--- src/rtl/fetch_stage_pkg.sv ---
// Shared CPU constants and the per-edge fetch operation encoding.
// Imported by the fetch stage, decode stage and hazard unit.
package fetch_stage_pkg;

  localparam int unsigned    CPU_XLEN      = 32;
  localparam logic [31:0]    CPU_PC_RESET  = 32'h0000_0000;
  localparam logic [31:0]    CPU_NOP_INSTR = 32'h0000_0013;
  localparam int unsigned    CPU_CNT_W     = 32;

  // What the fetch stage does on the coming edge, in priority order.
  typedef enum logic [2:0] {
    OP_RESET,
    OP_IDLE,
    OP_FLUSH,
    OP_STALL,
    OP_NORMAL
  } fetch_op_e;

endpackage

--- src/rtl/fetch_stage_if.sv ---
// Bundle of fetch-stage control, instruction-memory and IF/ID signals.
// master = fetch stage side, slave = surrounding pipeline / memory side.
interface fetch_stage_if #(
  parameter int unsigned XLEN  = 32,
  parameter int unsigned CNT_W = 32
);
  logic             start_i;
  logic             stall_i;
  logic             flush_i;
  logic [XLEN-1:0]  branch_target_i;
  logic [XLEN-1:0]  imem_addr_o;
  logic [31:0]      imem_instr_i;
  logic [XLEN-1:0]  pc_o;
  logic [XLEN-1:0]  if_id_pc_o;
  logic [31:0]      if_id_instr_o;
  logic             if_id_valid_o;
  logic [CNT_W-1:0] stall_cnt_o;
  logic [CNT_W-1:0] flush_cnt_o;

  modport master (
    input  start_i, stall_i, flush_i, branch_target_i, imem_instr_i,
    output imem_addr_o, pc_o, if_id_pc_o, if_id_instr_o, if_id_valid_o,
           stall_cnt_o, flush_cnt_o
  );

  modport slave (
    output start_i, stall_i, flush_i, branch_target_i, imem_instr_i,
    input  imem_addr_o, pc_o, if_id_pc_o, if_id_instr_o, if_id_valid_o,
           stall_cnt_o, flush_cnt_o
  );
endinterface

--- src/rtl/fetch_stage_sat_counter.sv ---
// Saturating event counter: counts inc_i cycles, sticks at all-ones.
module sat_counter #(
  parameter int unsigned CNT_W = 32
) (
  input  logic             clk_i,
  input  logic             rst_i,
  input  logic             inc_i,
  output logic [CNT_W-1:0] cnt_o
);

  logic [CNT_W-1:0] r_cnt;

  // NOTE: sequential state uses non-blocking (<=) so every register samples pre-edge values.
  always_ff @(posedge clk_i) begin
    if (rst_i) begin
      r_cnt <= '0;
    end else if (inc_i && (r_cnt != '1)) begin
      r_cnt <= r_cnt + CNT_W'(1);
    end
  end

  assign cnt_o = r_cnt;

endmodule

--- src/rtl/fetch_stage.sv ---
// Instruction-fetch stage: PC register, next-PC mux, IF/ID register and
// saturating stall/flush event counters.
module fetch_stage
  import fetch_stage_pkg::*;
#(
  parameter int unsigned     XLEN      = CPU_XLEN,
  parameter logic [XLEN-1:0] PC_RESET  = XLEN'(CPU_PC_RESET),
  parameter int unsigned     CNT_W     = CPU_CNT_W,
  parameter logic [31:0]     NOP_INSTR = CPU_NOP_INSTR
) (
  input  logic          clk_i,
  input  logic          rst_i,
  fetch_stage_if.master bus
);

  logic [XLEN-1:0] r_pc;
  logic [XLEN-1:0] r_if_id_pc;
  logic [31:0]     r_if_id_instr;
  logic            r_if_id_valid;

  fetch_op_e       w_op;
  logic [XLEN-1:0] w_pc_next;
  logic [XLEN-1:0] w_target_aligned;
  logic            w_stall_inc;
  logic            w_flush_inc;

  // Redirect targets are forced word-aligned so the low PC bits stay zero.
  assign w_target_aligned = {bus.branch_target_i[XLEN-1:2], 2'b00};

  // NOTE: every always_comb output gets a default first so no path leaves it unassigned (no latch).
  always_comb begin
    w_op = OP_NORMAL;
    if (rst_i)              w_op = OP_RESET;
    else if (!bus.start_i)  w_op = OP_IDLE;
    else if (bus.flush_i)   w_op = OP_FLUSH;
    else if (bus.stall_i)   w_op = OP_STALL;
  end

  always_comb begin
    w_pc_next = r_pc;
    case (w_op)
      OP_RESET:  w_pc_next = PC_RESET;
      OP_FLUSH:  w_pc_next = w_target_aligned;
      OP_NORMAL: w_pc_next = r_pc + XLEN'(4);
      default:   w_pc_next = r_pc;
    endcase
  end

  always_ff @(posedge clk_i) begin
    r_pc <= w_pc_next;
    case (w_op)
      OP_RESET, OP_IDLE, OP_FLUSH: begin
        r_if_id_pc    <= '0;
        r_if_id_instr <= NOP_INSTR;
        r_if_id_valid <= 1'b0;
      end
      OP_NORMAL: begin
        r_if_id_pc    <= r_pc;
        r_if_id_instr <= bus.imem_instr_i;
        r_if_id_valid <= 1'b1;
      end
      default: begin
        r_if_id_pc    <= r_if_id_pc;
        r_if_id_instr <= r_if_id_instr;
        r_if_id_valid <= r_if_id_valid;
      end
    endcase
  end

  // A flush outranks a stall, so a stall cycle only counts when no flush is active.
  assign w_stall_inc = (w_op == OP_STALL);
  assign w_flush_inc = (w_op == OP_FLUSH);

  sat_counter #(.CNT_W(CNT_W)) u_stall_cnt (
    .clk_i (clk_i),
    .rst_i (rst_i),
    .inc_i (w_stall_inc),
    .cnt_o (bus.stall_cnt_o)
  );

  sat_counter #(.CNT_W(CNT_W)) u_flush_cnt (
    .clk_i (clk_i),
    .rst_i (rst_i),
    .inc_i (w_flush_inc),
    .cnt_o (bus.flush_cnt_o)
  );

  assign bus.imem_addr_o   = r_pc;
  assign bus.pc_o          = r_pc;
  assign bus.if_id_pc_o    = r_if_id_pc;
  assign bus.if_id_instr_o = r_if_id_instr;
  assign bus.if_id_valid_o = r_if_id_valid;

endmodule
--- src/flat_wrapper.sv ---
// flat-port wrapper written by rule: the top's interface ports become plain ports
module fetch_stage_flat import fetch_stage_pkg::*;
#(
  parameter int unsigned     XLEN      = CPU_XLEN,
  parameter logic [XLEN-1:0] PC_RESET  = XLEN'(CPU_PC_RESET),
  parameter int unsigned     CNT_W     = CPU_CNT_W,
  parameter logic [31:0]     NOP_INSTR = CPU_NOP_INSTR
)
  (clk_i, rst_i, bus_start_i, bus_stall_i, bus_flush_i, bus_branch_target_i, bus_imem_instr_i, bus_imem_addr_o, bus_pc_o, bus_if_id_pc_o, bus_if_id_instr_o, bus_if_id_valid_o, bus_stall_cnt_o, bus_flush_cnt_o);
  fetch_stage_if #(.XLEN(XLEN), .CNT_W(CNT_W)) bus_i ();
  input  logic clk_i;
  input  logic rst_i;
  input wire logic [$bits(bus_i.start_i)-1:0] bus_start_i;
  input wire logic [$bits(bus_i.stall_i)-1:0] bus_stall_i;
  input wire logic [$bits(bus_i.flush_i)-1:0] bus_flush_i;
  input wire logic [$bits(bus_i.branch_target_i)-1:0] bus_branch_target_i;
  input wire logic [$bits(bus_i.imem_instr_i)-1:0] bus_imem_instr_i;
  output wire logic [$bits(bus_i.imem_addr_o)-1:0] bus_imem_addr_o;
  output wire logic [$bits(bus_i.pc_o)-1:0] bus_pc_o;
  output wire logic [$bits(bus_i.if_id_pc_o)-1:0] bus_if_id_pc_o;
  output wire logic [$bits(bus_i.if_id_instr_o)-1:0] bus_if_id_instr_o;
  output wire logic [$bits(bus_i.if_id_valid_o)-1:0] bus_if_id_valid_o;
  output wire logic [$bits(bus_i.stall_cnt_o)-1:0] bus_stall_cnt_o;
  output wire logic [$bits(bus_i.flush_cnt_o)-1:0] bus_flush_cnt_o;
  assign bus_i.start_i = bus_start_i;
  assign bus_i.stall_i = bus_stall_i;
  assign bus_i.flush_i = bus_flush_i;
  assign bus_i.branch_target_i = bus_branch_target_i;
  assign bus_i.imem_instr_i = bus_imem_instr_i;
  assign bus_imem_addr_o = bus_i.imem_addr_o;
  assign bus_pc_o = bus_i.pc_o;
  assign bus_if_id_pc_o = bus_i.if_id_pc_o;
  assign bus_if_id_instr_o = bus_i.if_id_instr_o;
  assign bus_if_id_valid_o = bus_i.if_id_valid_o;
  assign bus_stall_cnt_o = bus_i.stall_cnt_o;
  assign bus_flush_cnt_o = bus_i.flush_cnt_o;
  fetch_stage #(.XLEN(XLEN), .PC_RESET(PC_RESET), .CNT_W(CNT_W), .NOP_INSTR(NOP_INSTR)) u_core (.clk_i(clk_i), .rst_i(rst_i), .bus(bus_i));
endmodule
--- config.mk ---
export PLATFORM = sky130hd
export DESIGN_NAME = fetch_stage_flat
export DESIGN_NICKNAME = d
export VERILOG_FILES = /design/src/rtl/fetch_stage_pkg.sv /design/src/rtl/fetch_stage_if.sv /design/src/rtl/fetch_stage_sat_counter.sv /design/src/rtl/fetch_stage.sv /design/src/flat_wrapper.sv
export SDC_FILE = /design/constraint.sdc
export NUM_CORES = 1
export LEC_CHECK = 0
export ABC_AREA = 1
export ABC_CLOCK_PERIOD_IN_PS = 2930
export CAP_MARGIN = 20
export CORE_AREA = 3 3 168 170
export DETAILED_ROUTE_END_ITERATION = 7
export DIE_AREA = 0 0 171 173
export DONT_BUFFER_PORTS = 1
export PLACE_DENSITY = 0.48
export SETUP_SLACK_MARGIN = 0.1
export SYNTH_ARGS = -nofsm -noshare
export SYNTH_HDL_FRONTEND = slang
export SYNTH_HIERARCHICAL = 1
export SYNTH_SLANG_ARGS = --single-unit
--- constraint.sdc ---
create_clock -name clk_i -period 2.93 [get_ports clk_i]
set_input_delay 0.586 -clock clk_i [delete_from_list [all_inputs] [get_ports clk_i]]
set_output_delay 0.586 -clock clk_i [all_outputs]
set_load 0.01 [all_outputs]
==> results by group, run 1 <==
Logic synthesis
  • Avg Inst Size Synth: 7.614 um2
  • Ys async rst share: 0
  • Synth Instances: 1156
  • Most used DFF post-synth: edfxtp_1
  • YS warnings: 6
  • Post-synth cell types: 36
  • Area of the mapped netlist: 0.008802 mm2
  • Synth Register Bits: 157
  • Count of flip-flops with a built-in enable after synthesis: 93
  • Share of the synthesized area in the top cell type: 0.3173
  • Sequential area share after synthesis: 0.4628
  • Top cells by area, synth: edfxtp_1, dfxtp_1, nand2_1
  • Cell taking the most area after synthesis: edfxtp_1

Clock tree
  • Total CTS buffers: 17
  • Clock Tree Buf Depth: 2
  • Clock-pin slew on the worst setup and hold paths: 70 ps
  • Hold_buf cts: 0
  • CTS sink cnt: 157
  • CTS tree: built
  • Root Buffer: clkbuf_16
  • Clk_lat worst skew: 430 ps
  • Post-CTS resize count: 0
  • H-tree levels: 4
  • Setup Fix Bufs, Post-CTS: 0

Critical path
  • Critical path's slowest cell: dfxtp_1
  • Crit path max fanout: 41
  • FF-to-FF path depth: 9
  • CP required: 3280 ps
  • Kind of critical path: flop to flop
  • Crit Reg-Reg Endpoint: u_core/u_flush_cnt/cnt_o[12]$_SDFFE_PP0P_
  • RR Startpoint: u_core/u_flush_cnt/cnt_o[0]$_SDFFE_PP0P_
  • Worst Setup End Kind: flop
  • Crit start category: flop
  • CP max stage delay: 450 ps
  • Critical Path, Cell by Cell: ha_1 > inv_1 > nor2_4 > nand2_4 > nor2_8 > nand2_4 > nand2_1 > nand2_1 > a21oi_1
  • WP data arrival: 2420 ps
  • Worst reg2reg setup slack: 860 ps

Cells and area
  • Diodes inserted: 0
  • Area of the multi-input gates: 0.003757 mm2
  • Storage cell area: 0.004074 mm2
  • Share of layout cells above drive strength 1: 0.1091
  • P&R area growth vs syn: 6.837%
  • Nets: 1196
  • Fillers: 2884

Status
  • Outcome: completed

Global route
  • Antenna violations before repair: 0
  • Total Routing Usage GR: 0.1638
  • Gr ovfl total: 0
  • Global-route wire length before repair: 38280 um
  • Vias in the first global route: 6692
  • Maximum number of pins on one net before global-route repair: 79

Hold path
  • Endpoint, Worst Hold: u_core/u_flush_cnt/cnt_o[0]$_SDFFE_PP0P_
  • Hold Path Stages: 1
  • Hold Startpoint: rst_i
  • Hold Crit Class: primary input to flop

Pwr
  • Leak: 3.865 nW
  • Pwr/cell area: 509.3 mW/mm2
  • VDD IR max: 0.2502 mV
  • Total power: 0.004789 W

STA
  • Rel. slew slack: 0.5410
  • Period utilization: 0.7055
  • Setup TNS: 0 ps
  • Min cycle time layout: 2067 ps
  • Hold Vio Cnt, Final: 0
  • Tightest Pin Transition: 686.0 ps
  • RSZ-0062 raised after global routing: false
  • Clk_skew: 16.29 ps
  • Final Slew Violations: 0
  • Final setup fails: 0
  • Fmax achieved: 483.8 MHz

Routing
  • Vias: 7167
  • Drt drc: 0
  • Routed Antenna Nets: 0
  • Starting DRC count in detailed routing: 543
  • Total wire length: 24720 um
  • First-pass DRT Iterations: 5
  • WL/cell: 16.73 um
  • Vias per cell: 4.849

Floorplan
  • Die ar.: 0.02958 mm2
  • Die Y: 173 um
  • Row count: 60
  • Total core area: 0.02688 mm2
  • I/O pins: 262
  • Starting density of the core: 0.3275
  • Die W: 171 um

Job
  • Max Cap Violations: 0

Place
  • RD Place Congestion: 0.7947
  • Number of port buffers: 0
  • Dpl hpwl: 17940 um
==> through the flow <==
step / worst slack [ps] / utilization / cell area [um2] / hold WS [ps] / std cells
floorplan: 437.0 / - / 8821 / 505.6 / 1161
global placement: 535.1 / 0.3298 / 8865 / 535.9 / 1446
detailed placement: 478.1 / 0.3298 / 8865 / 546.2 / 1446
CTS: 848.4 / 0.3499 / 9404 / 205.8 / 1478
global route: 620.4 / 0.3499 / 9404 / 205.0 / 1478
finish: 862.9 / 0.3499 / 9404 / 231.8 / 1478
==> final cells by class <==
cell class,instances,share of cell area
clock inverter,13,0.01131
tap,341,0.04537
inverter,139,0.05548
timing repair buffer,8,0.009047
multi-input combinational,801,0.3995
sequential,157,0.4332
clock buffer,19,0.04604
==> critical path, delay by kind of cell (launching register included) <==
family                   cells  cell delay (ps)
AND/OR/NAND/NOR              6             1010
flip-flops                   1              450
buffers and inverters        1               90
AO/OA/AOI/OAI                1              140
adder cells (fa/ha/maj)      1              270
==> placed cells by master (no fill, tap or decap), types with 7 or more instances in the layout <==
cell type,count
a21oi_1,36
a31oi_1,10
clkbuf_16,17
dfxtp_1,64
edfxtp_1,93
inv_1,129
inv_2,7
nand2_1,277
nand2_2,17
nand3_1,93
nand3_2,15
nand4_1,27
nor2_1,241
nor2_2,16
nor2_4,12
o21ai_0,14
==> per-layer routing <==
metal	track usage	wire, um	vias up
li1	-	-	3601
met1	0.2169	11060	3274
met2	0.2688	11610	272
met3	0.04161	1804	20
met4	0.03890	252	0
met5	0	0	-
==> registers in the layout (all words and copies together), names as in the netlist <==
signal,count
u_core/bus.if_id_valid_o,1
u_core/u_flush_cnt/cnt_o,32
u_core/u_stall_cnt/cnt_o,32
u_core/bus.if_id_pc_o,30
u_core/bus.imem_addr_o,30
u_core/bus.if_id_instr_o,32
==> worst max path at each step <==
stage,startpoint,endpoint,cells after the start
2_1_floorplan,rst_i,u_core/bus.if_id_instr_o[0]$_SDFFCE_PN1P_,4
3_3_place_gp,rst_i,u_core/u_stall_cnt/cnt_o[25]$_SDFFE_PP0P_,12
3_5_place_dp,rst_i,u_core/u_stall_cnt/cnt_o[25]$_SDFFE_PP0P_,12
4_1_cts,u_core/u_stall_cnt/cnt_o[0]$_SDFFE_PP0P_,u_core/u_stall_cnt/cnt_o[11]$_SDFFE_PP0P_,9
5_1_grt,u_core/u_stall_cnt/cnt_o[0]$_SDFFE_PP0P_,u_core/u_stall_cnt/cnt_o[12]$_SDFFE_PP0P_,9
6_report,u_core/u_flush_cnt/cnt_o[0]$_SDFFE_PP0P_,u_core/u_flush_cnt/cnt_o[12]$_SDFFE_PP0P_,9
==> cells in the mapped netlist (15+ instances only) <==
cell / instances
nand2_1: 277
nor2_1: 241
inv_1: 131
edfxtp_1: 93
nand3_1: 93
dfxtp_1: 64
buf_4: 38
a21oi_1: 36
nand4_1: 27
nand2_2: 17
nor2_2: 16
nand3_2: 15
==> kinds of logic after synthesis <==
group                      Yosys count  share of synthesized area
AOI/OAI and AO/OA                   65                    0.04023
xor gates and xnor gates             1                  0.0009952
adders and majority gates            3                   0.004265
buffers and inverters              203                     0.1130
DFF                                157                     0.4628
other                                1                  0.0004260
and+or+nand+nor                    726                     0.3783
==> where the power goes <==
group	total, W	internal (W)	switching, W
combinational	0.000164	0.0000433	0.000120
clock	0.00210	0.00111	0.000993
sequential	0.00253	0.00240	0.000123
total	0.00479	0.00355	0.00124
No activity file was read; power rests on OpenSTA's default activity.
==> inputs of run 2 (changes only) <==
--- a/config.mk
+++ b/config.mk
@@ -6,13 +6,13 @@
 export NUM_CORES = 1
 export LEC_CHECK = 0
 export ABC_AREA = 1
-export ABC_CLOCK_PERIOD_IN_PS = 2930
+export ABC_CLOCK_PERIOD_IN_PS = 1870
 export CAP_MARGIN = 20
 export CORE_AREA = 3 3 168 170
 export DETAILED_ROUTE_END_ITERATION = 7
 export DIE_AREA = 0 0 171 173
 export DONT_BUFFER_PORTS = 1
-export PLACE_DENSITY = 0.48
+export PLACE_DENSITY = 0.5
 export SETUP_SLACK_MARGIN = 0.1
 export SYNTH_ARGS = -nofsm -noshare
 export SYNTH_HDL_FRONTEND = slang
==> constraint.sdc (replaced) <==
create_clock -name clk_i -period 1.87 [get_ports clk_i]
set_input_delay 0.374 -clock clk_i [delete_from_list [all_inputs] [get_ports clk_i]]
set_output_delay 0.374 -clock clk_i [all_outputs]
set_load 0.01 [all_outputs]
==> run 2 against run 1 <==
Against the previous run: combinational power rose to 2.8 times the previous value; non-clock buffer count rose by 116; sequential cell count did not move; die area did not move; critical endpoint is now u_core/bus.imem_addr_o[28]$_SDFFCE_PN0P_; largest cell class unchanged.
==> results by group, run 2 (synthesized netlist as in run 1, its figures left out) <==
Status
  • Outcome: completed (unchanged)

Pwr
  • VDD IR max: 0.4476 mV (was 0.2502 mV)
  • Pwr/cell area: 767.8 mW/mm2 (was 509.3 mW/mm2)
  • Leak: 4.559 nW (was 3.865 nW)

STA
  • Hold Vio Cnt, Final: 0 (unchanged)
  • Final setup fails: 0 (unchanged)
  • Hold WS: 26.25 ps (was 231.8 ps)
  • RSZ-0062 raised after global routing: true (was false)
  • Min cycle time layout: 1679 ps (was 2067 ps)
  • Tightest Pin Transition: 537.1 ps (was 686.0 ps)
  • Clk_skew: 15.37 ps (was 16.29 ps)
  • Rel. slew slack: 0.6414 (was 0.5410)
  • Fmax achieved: 595.6 MHz (was 483.8 MHz)
  • Final Slew Violations: 0 (unchanged)
  • Period utilization: 0.8979 (was 0.7055)

Clock tree
  • Total CTS buffers: 17 (unchanged)
  • Clock Tree Buf Depth: 2 (unchanged)
  • CTS sink cnt: 157 (unchanged)
  • Hold_buf cts: 1 (was 0)
  • Clk_lat worst skew: 420 ps (was 430 ps)
  • Root Buffer: clkbuf_16 (unchanged)
  • CTS tree: built (unchanged)
  • Clock-pin slew on the worst setup and hold paths: 70 ps (about the same)
  • H-tree levels: 4 (unchanged)

Critical path
  • CP required: 2040 ps (was 3280 ps)
  • Crit path max fanout: 6 (was 41)
  • Worst reg2reg setup slack: 190 ps (was 860 ps)
  • FF-to-FF path depth: 8 (was 9)
  • RR Startpoint: u_core/bus.imem_addr_o[2]$_SDFFCE_PN0P_ (was u_core/u_flush_cnt/cnt_o[0]$_SDFFE_PP0P_)
  • Kind of critical path: flop to flop (unchanged)
  • Worst Setup End Kind: flop (unchanged)
  • WP data arrival: 1850 ps (was 2420 ps)
  • Crit start category: flop (unchanged)
  • Crit Reg-Reg Endpoint: u_core/bus.imem_addr_o[28]$_SDFFCE_PN0P_ (was u_core/u_flush_cnt/cnt_o[12]$_SDFFE_PP0P_)

Global route
  • Global-route wire length before repair: 40530 um (was 38280 um)
  • Maximum number of pins on one net before global-route repair: 64 (was 79)
  • Total Routing Usage GR: 0.1732 (was 0.1638)
  • Vias in the first global route: 7199 (was 6692)
  • Antenna violations before repair: 0 (unchanged)
  • Gr ovfl total: 0 (unchanged)

Routing
  • Total wire length: 26610 um (was 24720 um)
  • Drt drc: 0 (unchanged)
  • First-pass DRT Iterations: 5 (unchanged)
  • Starting DRC count in detailed routing: 518 (was 543)
  • Routed Antenna Nets: 0 (unchanged)
  • WL/cell: 16.67 um (was 16.73 um)
  • Vias per cell: 4.735 (was 4.849)
  • Vias: 7557 (was 7167)

Hold path
  • Hold Startpoint: rst_i (unchanged)
  • Hold Path Stages: 1 (unchanged)
  • Hold Crit Class: primary input to flop (unchanged)
  • Endpoint, Worst Hold: u_core/u_stall_cnt/cnt_o[12]$_SDFFE_PP0P_ (was u_core/u_flush_cnt/cnt_o[0]$_SDFFE_PP0P_)

Cells and area
  • Most frequent cells in the layout: nand2_1, nor2_1, inv_1 (unchanged)
  • Final instance area: 0.01057 mm2 (was 0.009404 mm2)
  • Commonest non-fill, non-tap cell in the layout: nand2_1 (unchanged)
  • Diodes inserted: 0 (unchanged)
  • Share of layout cells above drive strength 1: 0.2096 (was 0.1091)
  • P&R area growth vs syn: 20.06% (was 6.837%)
  • Nets: 1314 (was 1196)

Place
  • Number of port buffers: 0 (unchanged)
  • Dpl hpwl: 19350 um (was 17940 um)
  • RD Place Congestion: 0.8210 (was 0.7947)
  • Placement Cell Area: 0.009748 mm2 (was 0.008865 mm2)

Floorplan
  • Die Y: 173 um (unchanged)
  • I/O pins: 262 (unchanged)
  • Die ar.: 0.02958 mm2 (unchanged)
  • Total core area: 0.02688 mm2 (unchanged)
  • Row count: 60 (unchanged)
  • Die W: 171 um (unchanged)
  • Starting density of the core: 0.3275 (unchanged)

Job
  • Max Cap Violations: 0 (unchanged)
## run 2: cell count changes in the layout (fill, tap and decap cells not counted), moves of 3 or more
cell / delta
buf_4: +111
nor2_1: -8
nand2_1: -5
nor2_4: +5
buf_12: +4
dfxtp_1: -4
dfxtp_2: +4
bufinv_16: +3
nand2_2: +3
nor2_2: +3
## run 2: what timing repair did
| item | 4_1_cts | 5_1_grt |
|---|---|---|
| setup endpoints to repair | 23 | 50 |
| gates cloned | 0 | 2 |
| endpoints found under the hold margin | 4 | 1 |
| pin swaps | 0 | 7 |
| setup buffers | 0 | 8 |
| gates resized for setup | 3 | 24 |
## run 2: metal layers
metal / vias up / track usage / share of wire
li1: 3836 / - / -
met1: 3477 / 0.2203 / 0.44
met2: 224 / 0.2907 / 0.48
met3: 20 / 0.04572 / 0.069
met4: 0 / 0.04594 / 0.011
met5: - / 0 / 0
## run 2: through the flow
step | TNS (ps) | power [W] | utilization | worst slack [ps] | instances
final | 0 | 0.008114 | 0.3932 | 191.0 | 1596
after global routing | 0 | 0.008436 | 0.3932 | 80.07 | 1596
after CTS | 0 | 0.008234 | 0.3873 | 100.4 | 1586
after detailed placement | 0 | 0.004395 | 0.3627 | 55.03 | 1553
after global placement | 0 | 0.004390 | 0.3627 | 82.23 | 1553
after floorplan | -16140 | 0.004258 | - | -256.3 | 1161
## run 2: area by class of cell
class	instances	area [um2]
fillers	2796	16310
flip-flops and latches	157	4079
multi-input cells	803	3889
repair buffers	124	1008
inverters	139	538.0
clock buffers	18	429.2
well taps	341	426.7
clock inverters	14	197.7
## run 2: power breakdown
group	internal [W]	switching (W)	total, W	leakage (nW)
registers	0.00376	0.000101	0.00386	1.58
logic	0.000149	0.000306	0.000455	2.67
clock network	0.00216	0.00163	0.00380	0.303
## run 2: critical path, cell delays in order (launching register included)
cell and delay (ps):
edfxtp_1 430, ha_1 260, nand2_2 110, inv_1 100
nand3_2 150, nor2_1 90, buf_4 140, nand3_1 70
nand3_1 70
## run 2: how the worst max path moves through the flow
stage	startpoint	to	slack (ps)	cells past startpoint
2_1_floorplan	rst_i	u_core/bus.if_id_instr_o[0]$_SDFFCE_PN1P_	-260	4
6_report	u_core/bus.imem_addr_o[2]$_SDFFCE_PN0P_	u_core/bus.imem_addr_o[28]$_SDFFCE_PN0P_	190	8
3_5_place_dp	u_core/u_flush_cnt/cnt_o[0]$_SDFFE_PP0P_	u_core/u_flush_cnt/cnt_o[8]$_SDFFE_PP0P_	60	9
3_3_place_gp	u_core/u_stall_cnt/cnt_o[0]$_SDFFE_PP0P_	u_core/u_stall_cnt/cnt_o[16]$_SDFFE_PP0P_	80	11
5_1_grt	u_core/u_stall_cnt/cnt_o[0]$_SDFFE_PP0P_	u_core/u_stall_cnt/cnt_o[16]$_SDFFE_PP0P_	80	11
4_1_cts	u_core/bus.imem_addr_o[2]$_SDFFCE_PN0P_	u_core/bus.imem_addr_o[22]$_SDFFCE_PN0P_	100	8
